## src/rtl/pulse_peak_detector_pkg.sv

```systemverilog
// Shared widths, FSM state encoding and event payload for the pulse peak detector.
package pulse_peak_detector_pkg;

  localparam int unsigned SIZE_SHAPER_DATA    = 16;
  localparam int unsigned SIZE_PEAK_TIMESTAMP = 32;
  localparam int unsigned SIZE_PEAK_WIDTH     = 10;
  localparam int unsigned SIZE_PEAK_HOLDOFF   = 8;
  localparam int unsigned SIZE_DROP_COUNT     = 8;

  typedef enum logic [1:0] {
    PD_IDLE    = 2'd0,
    PD_TRACK   = 2'd1,
    PD_HOLDOFF = 2'd2
  } peak_state_t;

  typedef struct packed {
    logic [SIZE_SHAPER_DATA-1:0]    amp;
    logic [SIZE_PEAK_TIMESTAMP-1:0] time_stamp;
    logic [SIZE_PEAK_WIDTH-1:0]     width;
    logic                           pile_up;
  } peak_event_t;

endpackage

```

## src/rtl/peak_event_slot.sv

```systemverilog
// One-entry valid/ready holding register for pulse events, counting events lost while full.
module peak_event_slot
  import pulse_peak_detector_pkg::*;
#(
  parameter type event_t = peak_event_t
) (
  input  logic                       clk,
  input  logic                       reset,
  input  logic                       load_i,
  input  event_t                     event_i,
  input  logic                       ready_i,
  output logic                       valid_o,
  output event_t                     event_o,
  output logic [SIZE_DROP_COUNT-1:0] drop_count_o
);

  logic                       valid_q, valid_d;
  event_t                     event_q, event_d;
  logic [SIZE_DROP_COUNT-1:0] drop_q, drop_d;

  // A load is accepted when the slot is empty or is being drained this cycle.
  always_comb begin
    valid_d = valid_q;
    event_d = event_q;
    drop_d  = drop_q;
    if (valid_q && ready_i) begin
      valid_d = 1'b0;
    end
    if (load_i) begin
      if (!valid_q || ready_i) begin
        valid_d = 1'b1;
        event_d = event_i;
      end else if (drop_q != '1) begin
        drop_d = drop_q + SIZE_DROP_COUNT'(1);
      end
    end
  end

  always_ff @(posedge clk or negedge reset) begin
    if (!reset) begin
      valid_q <= 1'b0;
      event_q <= '0;
      drop_q  <= '0;
    end else begin
      valid_q <= valid_d;
      event_q <= event_d;
      drop_q  <= drop_d;
    end
  end

  assign valid_o      = valid_q;
  assign event_o      = event_q;
  assign drop_count_o = drop_q;

endmodule

```

## src/rtl/pulse_peak_detector.sv

```systemverilog
// Threshold-crossing pulse detector: tracks each pulse's maximum, timestamp and width,
// and hands one event per pulse to the histogram stage over valid/ready.
module pulse_peak_detector
  import pulse_peak_detector_pkg::*;
#(
  parameter int unsigned DATA_W    = SIZE_SHAPER_DATA,
  parameter int unsigned TS_W      = SIZE_PEAK_TIMESTAMP,
  parameter int unsigned WIDTH_W   = SIZE_PEAK_WIDTH,
  parameter int unsigned HOLDOFF_W = SIZE_PEAK_HOLDOFF
) (
  input  logic                       clk,
  input  logic                       reset,
  input  logic [DATA_W-1:0]          data_in,
  input  logic                       data_valid,
  input  logic [DATA_W-1:0]          threshold,
  input  logic [WIDTH_W-1:0]         max_width,
  input  logic [HOLDOFF_W-1:0]       holdoff,
  input  logic                       out_ready,
  output logic                       peak_valid,
  output logic [DATA_W-1:0]          peak_amp,
  output logic [TS_W-1:0]            peak_time,
  output logic [WIDTH_W-1:0]         pulse_width,
  output logic                       pile_up,
  output logic [SIZE_DROP_COUNT-1:0] drop_count,
  output logic                       busy
);

  localparam logic [1:0] ST_IDLE    = 2'(PD_IDLE);
  localparam logic [1:0] ST_TRACK   = 2'(PD_TRACK);
  localparam logic [1:0] ST_HOLDOFF = 2'(PD_HOLDOFF);

  typedef struct packed {
    logic [DATA_W-1:0]  amp;
    logic [TS_W-1:0]    time_stamp;
    logic [WIDTH_W-1:0] width;
    logic               pile_up;
  } event_t;

  logic [1:0]           state_q, state_d;
  logic [TS_W-1:0]      ts_q, ts_d;
  logic [DATA_W-1:0]    peak_q, peak_d;
  logic [TS_W-1:0]      ptime_q, ptime_d;
  logic [WIDTH_W-1:0]   width_q, width_d;
  logic [HOLDOFF_W-1:0] hold_q, hold_d;
  logic                 emit_q, emit_d;
  event_t               evt_q, evt_d;
  logic                 busy_q, busy_d;

  logic                 above_c;
  logic                 term_c;
  logic                 pile_c;
  logic [WIDTH_W-1:0]   width_inc_c;
  event_t               slot_evt;

  assign above_c     = data_in > threshold;
  assign width_inc_c = (width_q == '1) ? width_q : width_q + WIDTH_W'(1);

  // Next-state logic; everything advances only on strobed samples.
  always_comb begin
    state_d = state_q;
    ts_d    = ts_q;
    peak_d  = peak_q;
    ptime_d = ptime_q;
    width_d = width_q;
    hold_d  = hold_q;
    emit_d  = 1'b0;
    evt_d   = evt_q;
    term_c  = 1'b0;
    pile_c  = 1'b0;

    if (data_valid) begin
      ts_d = ts_q + TS_W'(1);
      case (state_q)
        ST_IDLE: begin
          if (above_c) begin
            state_d = ST_TRACK;
            peak_d  = data_in;
            ptime_d = ts_q;
            width_d = WIDTH_W'(1);
            pile_c  = (max_width != '0) && (max_width == WIDTH_W'(1));
            term_c  = pile_c;
          end
        end
        ST_TRACK: begin
          if (above_c) begin
            if (data_in > peak_q) begin
              peak_d  = data_in;
              ptime_d = ts_q;
            end
            width_d = width_inc_c;
            pile_c  = (max_width != '0) && (width_inc_c == max_width);
            term_c  = pile_c;
          end else begin
            term_c = 1'b1;
          end
        end
        ST_HOLDOFF: begin
          if (hold_q <= HOLDOFF_W'(1)) begin
            state_d = ST_IDLE;
            hold_d  = '0;
          end else begin
            hold_d = hold_q - HOLDOFF_W'(1);
          end
        end
        default: state_d = ST_IDLE;
      endcase

      // A zero holdoff skips the HOLDOFF state so the very next sample can retrigger.
      if (term_c) begin
        emit_d           = 1'b1;
        evt_d.amp        = peak_d;
        evt_d.time_stamp = ptime_d;
        evt_d.width      = width_d;
        evt_d.pile_up    = pile_c;
        hold_d           = holdoff;
        state_d          = (holdoff == '0) ? ST_IDLE : ST_HOLDOFF;
      end
    end

    busy_d = (state_d != ST_IDLE);
  end

  always_ff @(posedge clk or negedge reset) begin
    if (!reset) begin
      state_q <= ST_IDLE;
      ts_q    <= '0;
      peak_q  <= '0;
      ptime_q <= '0;
      width_q <= '0;
      hold_q  <= '0;
      emit_q  <= 1'b0;
      evt_q   <= '0;
      busy_q  <= 1'b0;
    end else begin
      state_q <= state_d;
      ts_q    <= ts_d;
      peak_q  <= peak_d;
      ptime_q <= ptime_d;
      width_q <= width_d;
      hold_q  <= hold_d;
      emit_q  <= emit_d;
      evt_q   <= evt_d;
      busy_q  <= busy_d;
    end
  end

  peak_event_slot #(
    .event_t (event_t)
  ) u_slot (
    .clk          (clk),
    .reset        (reset),
    .load_i       (emit_q),
    .event_i      (evt_q),
    .ready_i      (out_ready),
    .valid_o      (peak_valid),
    .event_o      (slot_evt),
    .drop_count_o (drop_count)
  );

  assign peak_amp    = slot_evt.amp;
  assign peak_time   = slot_evt.time_stamp;
  assign pulse_width = slot_evt.width;
  assign pile_up     = slot_evt.pile_up;
  assign busy        = busy_q;

endmodule

```

## config.mk

```make
export PLATFORM = sky130hd
export DESIGN_NAME = pulse_peak_detector
export DESIGN_NICKNAME = d
export VERILOG_FILES = /design/src/rtl/pulse_peak_detector_pkg.sv /design/src/rtl/peak_event_slot.sv /design/src/rtl/pulse_peak_detector.sv
export SDC_FILE = /design/constraint.sdc
export NUM_CORES = 1
export LEC_CHECK = 0
export ABC_AREA = 1
export BUFFER_PORTS_ARGS = -buffer_cell sky130_fd_sc_hd__buf_4
export CORE_ASPECT_RATIO = 0.5
export CORE_MARGIN = 4
export CORE_UTILIZATION = 60
export CTS_CLUSTER_SIZE = 12
export DETAILED_ROUTE_END_ITERATION = 8
export PLACE_DENSITY = 0.81
export SLEW_MARGIN = 30
export SYNTH_ARGS = -nofsm -noshare
export SYNTH_HDL_FRONTEND = slang
export SYNTH_SLANG_ARGS = --single-unit
export TNS_END_PERCENT = 100
```

## constraint.sdc

```tcl
create_clock -name clk -period 3.4 [get_ports clk]
set_clock_uncertainty 0.2 [all_clocks]
set_input_delay 0.17 -clock clk [delete_from_list [all_inputs] [get_ports clk]]
set_output_delay 0.17 -clock clk [all_outputs]
set_load 0.05 [all_outputs]
```

**Word-level counts from Yosys, hierarchy flattened**

Cells that the tools add are included.

- Add/sub/neg operators: 4
- Magnitude comparators: 3
- Eq/ne operators: 6
- Multiplexer cells: 32
- Bitwise logic cells: 1
- Reductions and logical operators: 14

Operators by type and width:

| kind | number |
|---|---|
| 2-to-1 mux 32 bit | 3 |
| case mux 32 bit (2 select lines) | 1 |
| 2-to-1 mux 16 bit | 3 |
| adder 32 x 1 -> 32 bit (second input constant) | 1 |
| > comparator 16 bit | 2 |
| case mux 16 bit (2 select lines) | 1 |
| 2-to-1 mux 10 bit | 3 |
| 2-to-1 mux 8 bit | 3 |
| case mux 10 bit (2 select lines) | 1 |
| adder 10 x 1 -> 10 bit (second input constant) | 1 |
| == test 10 x 1 -> 1 bit (second input constant) | 1 |
| == test 10 bit | 1 |
| == test 10 bit (second input constant) | 1 |
| 2-to-1 mux 2 bit | 5 |
| nonzero test 10 bit | 1 |
| 2-to-1 mux 1 bit | 9 |
| adder 8 x 1 -> 8 bit (second input constant) | 1 |
| less-or-equal comparator 8 x 1 -> 1 bit (second input constant) | 1 |
| logical NOT 8 bit | 1 |
| inequality test 8 bit (second input constant) | 1 |
| subtractor 8 x 1 -> 8 bit (second input constant) | 1 |
| case mux 2 bit (3 select lines) | 1 |
| AND reduction 2 bit | 3 |
| case mux 1 bit (2 select lines) | 2 |
| other kinds (9) | 12 |

- Register bits: 229
- Bits of input ports: 54
- Output and inout bits: 69
- Logic and storage cells: 78

**Depth between registers and ports, before layout**

- Depth in word-level cells: 10
- Mapped depth: 20
- Gate-level depth less buffers: 18

**Modules after synthesis**

Synthesis repeated with hierarchy kept, for this count alone.

- Cell total of the unflattened synthesis: 1906
- Area total of the unflattened synthesis: 13345.3 um^2

Modules (own cells, without submodules):

| module | times used | cells an instance | area an instance (um^2) | seq. area each (um^2) |
|---|---|---|---|---|
| pulse_peak_detector | 1 | 1581 | 10528.8 | 4028.9 |
| peak_event_slot | 1 | 325 | 2816.5 | 1701.6 |

**Worst setup path before layout**

No wires, ideal clock.

- Path kind: flip-flop to flip-flop
- Start point: register peak_q[7]
- End point: register peak_q[0]
- Arrival time: 2159 ps
- Required time: 3070 ps
- Slack: 912 ps
- Stages on the path, launching flop included: 15
- Cells stage by stage: dfrtp_1 -> inv_1 -> ha_1 -> nand2_1 -> nor2_1 -> a21boi_0 -> o21ai_0 -> a21oi_1 -> buf_2 -> clkbuf_1 -> nand3_1 -> nand3_1 -> nand3_1 -> nand2_1 -> o21ai_0

- Cells in the longest elaborated chain, start to end: 4

RTL lines:

| element | RTL line | text |
|---|---|---|
| from (decl) | pulse_peak_detector.sv:41 | `logic [DATA_W-1:0] peak_q, peak_d;` |
| from (signal assigned) | pulse_peak_detector.sv:137 | `peak_q <= peak_d;` |
| > comparator 16 bit | pulse_peak_detector.sv:86 | `if (data_in > peak_q) begin` |
| 2-to-1 mux 16 bit | pulse_peak_detector.sv:86 |  |
| 2-to-1 mux 16 bit | pulse_peak_detector.sv:85 | `if (above_c) begin` |
| case mux 16 bit (2 select lines) | pulse_peak_detector.sv:73 | `case (state_q)` |

Every way passes these cells.
A chain may end at the register's enable or synchronous reset.

**Worst setup path after layout**

- Start point: input data_in[3]
- End point: register evt_q[44] (netlist bit)

- Cells in the longest elaborated chain, start to end: 5

RTL lines:

| element | RTL line | text |
|---|---|---|
| from (decl) | pulse_peak_detector.sv:13 | `input logic [DATA_W-1:0] data_in,` |
| > comparator 16 bit | pulse_peak_detector.sv:55 | `assign above_c = data_in > threshold;` |
| 2-to-1 mux 1 bit, on equally long branches | pulse_peak_detector.sv:85, pulse_peak_detector.sv:75 |  |
| case mux 1 bit (2 select lines) | pulse_peak_detector.sv:73 |  |
| 2-to-1 mux 1 bit | pulse_peak_detector.sv:71 | `if (data_valid) begin` |
| AND reduction 2 bit (no line) | - |  |
| to (signal assigned) | pulse_peak_detector.sv:142 | `evt_q <= evt_d;` |
| to (decl) | pulse_peak_detector.sv:46 | `event_t evt_q, evt_d;` |

Several ways; a longest one is shown, not always the timed one. The select of a mux whose other input is x is not followed.

==> metrics.md <==
| Metric | Value |
|---|---|
| Post-synth top area cell | dfrtp_1 |
| Multi-input gate area | 5900 um2 |
| Slew HR | between 30% and 40% |
| Row count | 37 |
| Hpwl dp | approximately 23 mm |
| Final min period | about 3000 ps |
| Gr usage total | ~29% |
| Min-delay worst type | input port to flop |
| Startpoint type of the worst setup path | input port |
| Fmax achieved | about 0.32 GHz |
| H-tree depth | 1 |
| Initial drt markers | about 1,300 |
| Core area | about 21,000 um2 |
| Post-route clock period utilization | around nine tenths |
| # nets final | ~1,800 |
| Area share of the largest cell type after synthesis | between 40% and 50% |
| Synth warn | 0 |
| Setup bufs post-CTS | 0 |
| FILL cells | about 1,600 |
| Share of cells above drive strength 1 | a little over an eighth |
| Routed wire length | around 34 mm |
| Residual DRC count | 0 |
| RSZ-0062 raised after global routing | no |
| Routed len/inst | roughly 17 um |
| Via density | between 5 and 6 |
| Synth Net Count | around 1,700 |
| Crit path max fanout | 38 |
| Initial antenna violation count | 2 |
| Number of global-route vias before repair | between 10,000 and 15,000 |
| Largest net degree at the start of global routing | 122 |
| Max VDD drop | around 0.00052 V |
| Remaining global-route overflow | 0 |
| Status | completed |
| Actual slew at the worst max-slew pin | between 900 and 1000 ps |
| Die area | approximately 24,000 um2 |
| Commonest cells after routing, fill and taps aside | nand2_1 (458), nand3_1 (237), dfrtp_1 (229), inv_1 (183), o21ai_0 (167) |
| Max clock buf depth | 3 |
| Crit. End Element | flop |
| Mean Syn Cell Area | 7.71 um2 |
| Syn Inst Count | 1,640 |
| Seq/Total Area, Yosys | 45.3% |
| Max-slew violations | 0 |
| Commonest non-fill, non-tap cell in the layout | nand2_1 |
| DIE WIDTH | 213 um |
| RePlAce Congestion | ~0.9 |
| Clock latency at the later pin of the worst-skew pair | 540 ps |
| Distinct cells, synth | 38 |
| PortBufs | around 120 |
| Top cells by area, synth | dfrtp_1 (45%), nand2_1 (14%), nand3_1 (9.4%) |
| Max Cap Violations | 0 |
| # setup viols final | 0 |
| TritonCTS clock tree | done |
| Setup_tns | 0 ps |
| Clk Tree Root Cell | clkbuf_16 |
| Synthesized area | between 10,000 and 15,000 um2 |
| CP required | between 3000 and 4000 ps |
| Reg area | 5730 um2 |
| Cell leakage power | around 7.6 nW |
| Endpoints failing hold | 0 |
| Hold slack | approximately 2.7 ps |
| Starting Density | roughly 60% |
| Via count | around 12,000 |
| Crit path DAT | approximately 3300 ps |
| Clock sinks | between 200 and 250 |
| CP Class | input port to flop |
| Synth Register Bits | around 230 |
| Power per Cell Area | 886 nW/um2 |
| Clk slew on worst S/H paths | 60 ps |
| Global-route wire length before repair | ~57 mm |
| Die Ht | 111 um |
| CTS Buf Count | 23 |
| Antenna cells | 0 |
| Pre-Repair DR Iteration Count | 5 |
| Area grow syn2layout | 16.8% |
| Ports | between 100 and 150 |
| Antenna Nets Post-Route | 0 |
-- layer usage --
metal / vias up / global-route usage (%) / wire (um)
met1: 5595 / 40.1 / 14700
met4: 4 / 8.95 / 904
met2: 497 / 46.9 / 16000
met5: - / 0 / 21
met3: 77 / 5.05 / 2560
li1: 5549 / - / -
-- power breakdown --
part | leakage (nW) | total [mW] | switching [mW] | internal [mW]
clock network | 0.321 | 2.32 | 1.03 | 1.29
logic | 4.36 | 6.36 | 4.31 | 2.05
registers | 2.87 | 4.40 | 0.657 | 3.74
-- path summary, 6_finish.rpt --
kind / start / to / slack [ps] / cells after the start
worst max-delay path: data_in[3] / evt_q[44] / 320 / 19
worst min-delay path: max_width[1] / evt_q[0] / 3 / 6
worst max register to register: width_q[0] / evt_q[44] / 340 / 18
worst min register to register: evt_q[37] / evt_q[37] / 280 / 2
max in group asynchronous: reset / peak_q[1] / 1990 / 3
min in group asynchronous: reset / u_slot.event_o[44] / 110 / 2
-- cell families (layout without fill, tap and decap cells) --
kind of cell / after synthesis / count (layout) / synth area share, %
AND/OR/NAND/NOR: 814 / 814 / 28.4
AO/OA/AOI/OAI: 220 / 220 / 8.82
flip-flops: 229 / 229 / 45.3
multiplexers: 29 / 29 / 2.58
adder cells (fa/ha/maj): 37 / 37 / 3.66
buffers and inverters: 267 / 389 / 8.18
XOR/XNOR: 44 / 44 / 3.05
-- metrics by stage --
stage	utilization, %	setup WS, ps	cells	total power, mW	instance area, um2
after floorplan	-	912	1640	8.73	12600
after global placement	67.4	356	1982	10.4	13900
after detailed placement	67.4	254	1982	10.7	13900
after CTS	71.7	241	2035	13.0	14800
after global routing	71.7	29.1	2035	14.0	14800
final	71.7	322	2035	13.1	14800
-- cell usage after synthesis (all sizes together) --
cell    instances
xor2           40
ha             37
o21bai          1
mux2           29
xnor2           4
nand2         464
o211ai          1
buf            22
a21oi          44
dfrtp         229
nand3b         16
nand4          12
a21boi          1
or4             1
o21ai         168
or2             5
inv           187
clkbuf         58
nor3           22
nor2           48
o22ai           4
nand3         238
a31oi           1
nor4            8
-- cell type report --
class                      instances  area share (%)
clock buffer                      28            4.23
clock inverter                     2           0.169
inverter                         187            4.77
multi-input combinational       1144            40.0
sequential                       229            38.8
tap                              273            2.31
timing repair buffer             172            9.74
-- what timing repair did --
action | 4_1_cts | 5_1_grt
endpoints found under the hold margin | 148 | 0
hold buffers | 23 | 0
gates resized for setup | 0 | 1
endpoints found under the setup margin | 0 | 8
-- flip-flops by register name (all words and copies together), names as in the netlist, 2 cells and up --
| signal | cells |
|---|---|
| u_slot.event_o | 59 |
| width_q | 10 |
| state_q | 2 |
| u_slot.drop_count_o | 8 |
| ptime_q | 32 |
| evt_q | 59 |
| hold_q | 8 |
| ts_q | 32 |
| peak_q | 16 |
-- critical path: stages --
cell           delay [ps]
dlygate4sd3_1         540
buf_4                 150
ha_1                  300
nand2_1                80
o21ai_0               210
nand2_1               100
o211ai_1              100
nand2_1                70
nand2_1               120
nand2_2               100
inv_2                 130
buf_4                 270
nand2_1               150
buf_12                210
nand2_1                90
nand3_1                60
nand3_1               230
nand2_1               110
o21ai_0                90
No activity file was read; power rests on OpenSTA's default activity.
